## config.mk

```make
export PLATFORM = sky130hd
export DESIGN_NAME = mem_arbiter
export DESIGN_NICKNAME = d
export VERILOG_FILES = /design/src/rtl/mem_arbiter.sv
export SDC_FILE = /design/constraint.sdc
export NUM_CORES = 1
export LEC_CHECK = 0
export CORE_ASPECT_RATIO = 1.2
export CORE_MARGIN = 1.5
export CORE_UTILIZATION = 32
export CTS_BUF_LIST = sky130_fd_sc_hd__clkbuf_8
export DETAILED_ROUTE_END_ITERATION = 8
export GPL_TIMING_DRIVEN = 0
export PLACE_DENSITY_LB_ADDON = 0.25
export SYNTH_ARGS = -nofsm -noshare
export SYNTH_HDL_FRONTEND = slang
export SYNTH_SLANG_ARGS = --single-unit
```

## constraint.sdc

```tcl
create_clock -name clk -period 2.2 [get_ports clk]
set_clock_uncertainty 0.2 [all_clocks]
set_input_delay 0.55 -clock clk [delete_from_list [all_inputs] [get_ports clk]]
set_output_delay 0.55 -clock clk [all_outputs]
set_load 0.01 [all_outputs]
```

## src/rtl/mem_arbiter.sv

```systemverilog
// Single-port RAM arbiter: the CPU has same-cycle priority, and the loader is served in free cycles.
// Loader starvation or an explicit loader hold freezes the CPU through cpu_stall.
module mem_arbiter #(
    parameter int ADDR_WIDTH   = 8,
    parameter int DATA_WIDTH   = 8,
    parameter int STARVE_LIMIT = 4
) (
    input  logic                  clk,
    input  logic                  reset,
    input  logic [ADDR_WIDTH-1:0] cpu_addr,
    input  logic                  cpu_ri,
    input  logic                  cpu_ro,
    input  logic [DATA_WIDTH-1:0] cpu_wdata,
    output logic [DATA_WIDTH-1:0] cpu_rdata,
    output logic                  cpu_stall,
    input  logic                  ld_req,
    input  logic                  ld_we,
    input  logic [ADDR_WIDTH-1:0] ld_addr,
    input  logic [DATA_WIDTH-1:0] ld_wdata,
    input  logic                  ld_hold,
    output logic                  ld_ack,
    output logic [DATA_WIDTH-1:0] ld_rdata,
    output logic [ADDR_WIDTH-1:0] ram_addr,
    output logic [DATA_WIDTH-1:0] ram_wdata,
    output logic                  ram_we,
    output logic                  ram_re,
    input  logic [DATA_WIDTH-1:0] ram_rdata
);

    localparam int CNT_W = $clog2(STARVE_LIMIT + 1);
    localparam logic [CNT_W-1:0] LIMIT = CNT_W'(STARVE_LIMIT);

    typedef enum logic {
        IDLE,
        ACK
    } state_t;

    state_t                 state_q, state_d;
    logic [CNT_W-1:0]       starve_cnt_q, starve_cnt_d;
    logic                   starve_stall_q, starve_stall_d;
    logic                   hold_stall_q, hold_stall_d;
    logic                   ld_ack_q, ld_ack_d;
    logic [DATA_WIDTH-1:0]  ld_rdata_q, ld_rdata_d;
    logic                   cpu_req;
    logic                   ld_grant;

    assign cpu_stall = starve_stall_q | hold_stall_q;
    assign ld_ack    = ld_ack_q;
    assign ld_rdata  = ld_rdata_q;

    // A frozen CPU holds its strobes static, so they are masked while stalled; reset masks everything.
    always_comb begin
        cpu_req   = (cpu_ri | cpu_ro) & ~cpu_stall & ~reset;
        ld_grant  = (state_q == IDLE) & ld_req & ~cpu_req & ~reset;
        ram_addr  = '0;
        ram_wdata = '0;
        ram_we    = 1'b0;
        ram_re    = 1'b0;
        cpu_rdata = '0;
        if (cpu_req) begin
            ram_addr  = cpu_addr;
            ram_wdata = cpu_wdata;
            ram_we    = cpu_ri;
            ram_re    = cpu_ro & ~cpu_ri;
            cpu_rdata = ram_rdata;
        end else if (ld_grant) begin
            ram_addr  = ld_addr;
            ram_wdata = ld_wdata;
            ram_we    = ld_we;
            ram_re    = ~ld_we;
        end
    end

    always_comb begin
        state_d        = ld_grant ? ACK : IDLE;
        ld_ack_d       = ld_grant;
        ld_rdata_d     = (ld_grant && !ld_we) ? ram_rdata : ld_rdata_q;
        hold_stall_d   = ld_hold;
        starve_cnt_d   = starve_cnt_q;
        starve_stall_d = starve_stall_q;
        if (!ld_req || ld_grant) begin
            starve_cnt_d = '0;
        end else if (state_q == IDLE && cpu_req) begin
            if (starve_cnt_q != LIMIT) begin
                starve_cnt_d = starve_cnt_q + 1'b1;
            end
            if (starve_cnt_q + 1'b1 == LIMIT) begin
                starve_stall_d = 1'b1;
            end
        end
        // The starvation stall only needs to last until the loader gets its one transfer.
        if (ld_grant) begin
            starve_stall_d = 1'b0;
        end
    end

    always_ff @(posedge clk) begin
        if (reset) begin
            state_q        <= IDLE;
            starve_cnt_q   <= '0;
            starve_stall_q <= 1'b0;
            hold_stall_q   <= 1'b0;
            ld_ack_q       <= 1'b0;
            ld_rdata_q     <= '0;
        end else begin
            state_q        <= state_d;
            starve_cnt_q   <= starve_cnt_d;
            starve_stall_q <= starve_stall_d;
            hold_stall_q   <= hold_stall_d;
            ld_ack_q       <= ld_ack_d;
            ld_rdata_q     <= ld_rdata_d;
        end
    end

endmodule

```

# Word level (Yosys, flattened, before mapping)
# Index checks and enable logic that the tools add are counted.
[totals]
wordCells = 43
reg_bits = 15
[classes]
bitwise = 15
mux = 10
eq_ne = 2
n_addsub = 1
n_reduce_logical = 9
[ops]
columns = ["operator", "count"]
rows = [
  ["2-to-1 mux 8 bit", 5],
  ["inverter 1 bit", 7],
  ["bitwise AND 1 bit", 6],
  ["2-to-1 mux 1 bit", 5],
  ["OR reduction 2 bit", 2],
  ["adder 3 x 1 -> 3 bit (second input constant)", 1],
  ["equality test 3 bit (second input constant)", 1],
  ["inequality test 3 bit (second input constant)", 1],
  ["AND reduction 3 bit", 1],
  ["logical AND 1 bit", 2],
  ["logical NOT 1 bit", 2],
  ["OR 1 bit", 2],
  ["AND reduction 2 bit", 1],
  ["logical OR 1 bit", 1],
]

# Longest topological paths before layout
# Gate-level depths: netlist of the first run.
[logic_depth]
ltp_word = 10
mapped_depth = 6

# Least setup slack after synthesis of the first run
# OpenSTA, ideal clock, no wires.
[synth_path]
kind = "input -> output"
start = "input port cpu_ro"
end = "output port ram_addr[0]"
stages = 5
path_slack_ns = -0.032
t_arrival_ns = 1.482
n_path_buf = 1
cell_sequence = "nor2_4 nor2_4 nor3_4 buf_4 a22o_1"
[synth_between]
elab_chain_len = 8
[synth_rtl]
columns = ["item", "line", "text"]
rows = [
  ["from (decl)", "12", "input logic cpu_ro,"],
  ["OR 1 bit *", "53", "cpu_req = (cpu_ri | cpu_ro) & ~cpu_stall & ~reset;"],
  ["bitwise AND 1 bit * (2 in series)", "53", ""],
  ["inverter 1 bit", "54", "ld_grant = (state_q == IDLE) & ld_req & ~cpu_req & ~reset;"],
  ["bitwise AND 1 bit (2 in series)", "54", ""],
  ["2-to-1 mux 8 bit", "66", "end else if (ld_grant) begin"],
  ["2-to-1 mux 8 bit *", "60", "if (cpu_req) begin"],
  ["to (decl)", "23", "output logic [ADDR_WIDTH-1:0] ram_addr,"],
]
# Every way passes the cells marked *; elsewhere a longest branch is shown, timed or not.

# Final worst setup path of the first run
[layout_path]
start = "register starve_stall_q"
end = "output port ram_wdata[1]"
[layout_between]
elab_chain_len = 9
[layout_rtl]
columns = ["item", "line", "text"]
rows = [
  ["from (decl)", "40", "logic starve_stall_q, starve_stall_d;"],
  ["from (signal assigned)", "108", "starve_stall_q <= starve_stall_d;"],
  ["OR 1 bit *", "47", "assign cpu_stall = starve_stall_q | hold_stall_q;"],
  ["inverter 1 bit *", "53", ""],
  ["bitwise AND 1 bit * (2 in series)", "53", ""],
  ["inverter 1 bit", "54", ""],
  ["bitwise AND 1 bit (2 in series)", "54", ""],
  ["2-to-1 mux 8 bit", "66", ""],
  ["2-to-1 mux 8 bit *", "60", ""],
  ["to (decl)", "24", "output logic [DATA_WIDTH-1:0] ram_wdata,"],
]
# Marked as above.

==> metrics.yaml, run 1 <==
status: "finished with violations"
failed_checks: "negative setup slack"
period_share_pct: 115
cts.sinks: 14
critPathRequiredTime_ns: 1.45
fillerInstances: 207
whs_ns: 0.297
synthArstFlopShare_pct: 0
setup_ws_ns: -0.320
drcViolationCount: 0
regArea_um2: 280
reg2regPathDepth: 7
htreeDepth: 1
drive_above_1_share_pct: 39.1
clock-root-buffer: "clkbuf_8"
place_congestion: 0.644
die_area_um2: 3200
grt_setup_unrepaired: "yes"
rows: 21
synth_cell_types: 28
grt_max_degree: 11
stdcell_area_um2: 2040
crit_top_cell: "buf_6"
max_slew.worst_pin.slew_ns: 0.429
setup_viol_count_final: 26
antenna_left: 0
final_max_slew_viol_count: 0
synth_ff_type: "dfxtp_1"
final_util_pct: 73.8
cp.arrival_ns: 1.77
peakVddDrop_uv: 463
ys_seq_area_share_pct: 30.6
cp_cell_sequence: "or2_1 > buf_6 > nor2_4 > nor3_4 > buf_6 > buf_6 > buf_6 > a22o_1 > buf_2"
via_count: 1161
yosysMostFrequentCell: "a22o_1"
dp_hpwl_mm: 2.39
synth_area_um2: 917
synth_seq_cells: 14
synth_edf_count: 0
fp.dieH_um: 61.6
numCtsBuffers: 3
die_w_um: 51.9
multi_input_area_um2: 601
syn_nets: 144
syn_inst: 94
cts_max_path_buffers: 2
layout_min_cycle_time_ns: 2.52
r2r_setup_slack_ns: 0.25
coreArea_um2: 2760
yosys-top-cells-area: "dfxtp_1 31%, a22o_1 16%, mux2i_1 9.8%"
clkLatencyLatePin_ns: 0.24
nNetsFinal: 258
worstHoldStart: "ld_rdata[1]$_SDFFE_PP0P_"
hold_depth: 2
end_kind: "output pin"
place_inst: 210
synth_common_cells: "17 x a22o_1, 14 x dfxtp_1, 11 x nor2_1, 9 x mux2i_1, 8 x and2_1"
grt_overflow: 0
dr.pass1.iters: 4
start_util_pct: 33.2
cts_tree: "built"
drtIter0Drc: 21
setup_tns_ns: -4.51
syn_avg_cell_area_um2: 9.76
drt-vias-per-instance: 4.82
routed_wl_mm: 3.58
antenna_cells: 0
hold_class: "reg2reg"
area_growth_pct: 122
power_density_nw_per_um2: 410
fmax_mhz: 397
slowest_stage: "dfxtp_1"
antenna_found_initial: 0
slowest_delay_ns: 0.30
fin_cells: 241
relSlewSlack_pct: 71.4
yosysTopAreaCell: "dfxtp_1"
timing.rr.start: "starve_stall_q$_SDFFE_PP0P_"
yosys_warnings: 0
grt_pass1_wl_mm: 5.36
pin_count: 83
p_leak_nw: 0.989
setup.worst_path.class: "reg2out"
hold_buffers: 0
io_buffers: 82
critPathLaunchType: "flop"
clk_transition_reported_paths_ns: 0.06
hold_violations: 0
wl_per_cell_um: 14.9
min_to: "ld_rdata[1]$_SDFFE_PP0P_"
grt_use_total_pct: 22.6
synth_top_area_share_pct: 30.6
timing.rr.end: "ld_rdata[4]$_SDFFE_PP0P_"
maxCapViolCount: 0
first_global_vias: 1195
placed_area_um2: 1780
cp_max_fo: 4
## stage by stage
stage          setup slack (ns)  total power, mW
6_report                 -0.320            0.834
5_1_grt                  -0.376            0.870
4_1_cts                  -0.317            0.828
3_5_place_dp              -1.26            0.547
3_3_place_gp              -1.21            0.541
2_1_floorplan         0.0000954            0.374
## worst max-delay path: cells and delay by family (launching register included)
family / cells / cell delay, ns
buffers and inverters: 5 / 0.62
flip-flops: 1 / 0.30
AND/OR/NAND/NOR: 3 / 0.41
AO/OA/AOI/OAI: 1 / 0.20
## power breakdown
| group | switching [mW] | internal (mW) |
|---|---|---|
| Clock | 0.0912 | 0.159 |
| Sequential | 0.00474 | 0.261 |
| Combinational | 0.117 | 0.202 |
## placed cells by master (no fill, tap or decap), types with 2 or more instances in the layout
master	count
dfxtp_1	14
nor2_1	10
nor3_4	2
clkbuf_8	4
nor2b_1	2
ha_1	3
buf_2	20
and2_4	7
a21oi_1	2
mux2i_1	9
buf_6	28
buf_4	12
a22o_1	17
inv_1	5
clkdlybuf4s50_1	51
nor2_4	2
## area by class of cell
| type | count | area share (%) |
|---|---|---|
| timing repair buffer | 111 | 49.7 |
| sequential | 14 | 13.8 |
| multi-input combinational | 70 | 29.5 |
| clock buffer | 4 | 2.70 |
| inverter | 5 | 0.922 |
| buffer | 3 | 1.29 |
| tap | 34 | 2.09 |
## sequential cells by signal (all words and copies together) (netlist names)
register        flops
starve_cnt_q        3
starve_stall_q      1
ld_rdata            8
state_q             1
hold_stall_q        1
## cells by family after synthesis
logic type	after synthesis	synth area share, %
AND/OR/NAND/NOR	31	21.8
AO/OA/AOI/OAI	25	24.8
flip-flops	14	30.6
buffers and inverters	10	6.96
multiplexers	9	9.82
adder cells (fa/ha/maj)	3	4.09
XOR/XNOR	2	1.91
## metal layers
layer  GRT usage [%]  routed length, um  part of all wire, %  up-vias
li1                -                  -                    -      565
met1            21.0               1240                   35      529
met2            45.9               1850                   52       63
met3            7.28                457                   13        4
met4            6.77                 34                 0.95        0
met5               0                  0                    0        -
## what timing repair did
action	CTS	global route
setup buffers	25	2
resized for setup	149	13
pin swaps	25	12
cloned	3	0
endpoints found under the setup margin	26	26
## how the worst max path moves through the flow
stage	from	to	slack, ns
global route	starve_stall_q$_SDFFE_PP0P_	ram_wdata[1]	-0.38
floorplan	reset	ram_addr[0]	0.0001
finish	starve_stall_q$_SDFFE_PP0P_	ram_wdata[1]	-0.32
global placement	reset	ram_wdata[6]	-1.21
detailed placement	reset	ram_addr[1]	-1.26
CTS	hold_stall_q$_SDFF_PP0_	ram_addr[1]	-0.32
(Power assumes the default switching activity.)
==> run 2: changes to the inputs <==
- CTS_BUF_LIST: sky130_fd_sc_hd__clkbuf_8 -> sky130_fd_sc_hd__clkbuf_2 sky130_fd_sc_hd__clkbuf_4 sky130_fd_sc_hd__clkbuf_8
==> metrics.yaml, run 2 (synthesized netlist as in run 1, its figures left out) <==
cts_max_path_buffers: 2
start_util_pct: 33.2
antenna_found_initial: 0
fp.dieH_um: 61.6
slowest_delay_ns: 0.30
final_max_slew_viol_count: 0
htreeDepth: 1
end_kind: "output pin"
final_cell_mix: "51 x clkdlybuf4s50_1, 27 x buf_6, 21 x buf_2"
finalPower_mw: 0.767
relSlewSlack_pct: 70.7
die_area_um2: 3200
period_share_pct: 115
via_count: 1172
routed_wl_mm: 3.53
place_inst: 210
fmax_mhz: 394
area_growth_pct: 118
failed_checks: "negative setup slack"
layout_commonest_cell: "clkdlybuf4s50_1"
setup_ws_ns: -0.337
dp_hpwl_mm: 2.39
pin_count: 83
antenna_cells: 0
grt_pass1_wl_mm: 5.06
clock-root-buffer: "clkbuf_4"
critPathLaunchType: "flop"
cp.arrival_ns: 1.79
clk_transition_reported_paths_ns: 0.08
first_global_vias: 1180
hold_class: "reg2reg"
grt_max_degree: 11
p_leak_nw: 0.976
crit_top_cell: "buf_6"
place_congestion: 0.644
die_w_um: 51.9
final_util_pct: 72.6
drcViolationCount: 0
rows: 21
largest_reg_flops: 8
grt_use_total_pct: 21.4
antenna_left: 0
cts.sinks: 14
drtIter0Drc: 15
cp_cell_sequence: "or2_1 > buf_6 > nor2_4 > nor3_4 > buf_6 > buf_6 > buf_6 > a22o_1 > buf_2"
dr.pass1.iters: 4
grt_overflow: 0
hold_violations: 0
stdcell_area_um2: 2000
fin_cells: 240
layout_min_cycle_time_ns: 2.54
multi_input_area_um2: 601
critical_path.top_delay_family: "buffers and inverters"
power_density_nw_per_um2: 383
setup_viol_count_final: 26
nNetsFinal: 257
fillerInstances: 217
maxCapViolCount: 0
wl_per_cell_um: 14.7
drive_above_1_share_pct: 38.8
cp_max_fo: 4
placed_area_um2: 1780
coreArea_um2: 2760
clkLatencyLatePin_ns: 0.29
setup.worst_path.class: "reg2out"
crit_buf_inv: 5
peakVddDrop_uv: 322
numCtsBuffers: 3
slowest_stage: "dfxtp_1"
critPathRequiredTime_ns: 1.45
cts_tree: "built"
io_buffers: 82
grt_setup_unrepaired: "yes"
regArea_um2: 280
status: "finished with violations"
drt-vias-per-instance: 4.88
max_slew.worst_pin.slew_ns: 0.440
## run 2: repair_timing
| item | CTS | global route |
|---|---|---|
| setup buffers | 23 | 3 |
| cloned | 3 | 0 |
| resized for setup | 144 | 15 |
| endpoints found under the hold margin | 0 | 0 |
| hold buffers | 0 | 0 |
| pin swaps | 25 | 6 |
| endpoints found under the setup margin | 27 | 26 |
## run 2: per-layer routing
| metal | vias up | GRT usage (%) | wire (um) |
|---|---|---|---|
| met2 | 68 | 41.8 | 1760 |
| met4 | 0 | 8.27 | 53 |
| met5 | - | 0 | 0 |
| met1 | 534 | 19.4 | 1240 |
| li1 | 563 | - | - |
| met3 | 7 | 8.98 | 478 |
## run 2: area by class of cell
type	count	area share, %
buffer	4	1.88
clock buffer	4	1.81
inverter	5	0.938
multi-input combinational	70	30.0
sequential	14	14.0
tap	34	2.13
timing repair buffer	109	49.3
## run 2: power breakdown
group          switching [mW]  total, mW  internal [mW]
clock network          0.0857      0.187          0.101
registers             0.00479      0.265          0.260
logic                   0.116      0.315          0.199
total                   0.207      0.767          0.560
## run 2: final timing paths
kind	slack [ns]	startpoint	cells past startpoint	endpoint
min	0.30	ld_rdata[1]$_SDFFE_PP0P_	2	ld_rdata[1]$_SDFFE_PP0P_
max reg2reg	0.22	hold_stall_q$_SDFF_PP0_	7	ld_rdata[2]$_SDFFE_PP0P_
max	-0.34	hold_stall_q$_SDFF_PP0_	9	ram_wdata[1]
min reg2reg	0.30	ld_rdata[1]$_SDFFE_PP0P_	2	ld_rdata[1]$_SDFFE_PP0P_
## run 2: worst min-delay path, delay by kind of cell (launching register included)
family	cells	cell delay [ns]
AND/OR/NAND/NOR	1	0.07
flip-flops	1	0.33
multiplexers	1	0.07
## run 2: metrics by stage
stage | worst slack [ns] | hold slack [ns] | setup TNS (ns)
3_3_place_gp | -1.21 | 0.274 | -27.55
2_1_floorplan | 0.0000954 | 0.316 | 0
6_report | -0.337 | 0.303 | -5.41
5_1_grt | -0.400 | 0.332 | -7.13
4_1_cts | -0.358 | 0.306 | -6.55
3_5_place_dp | -1.26 | 0.290 | -28.51
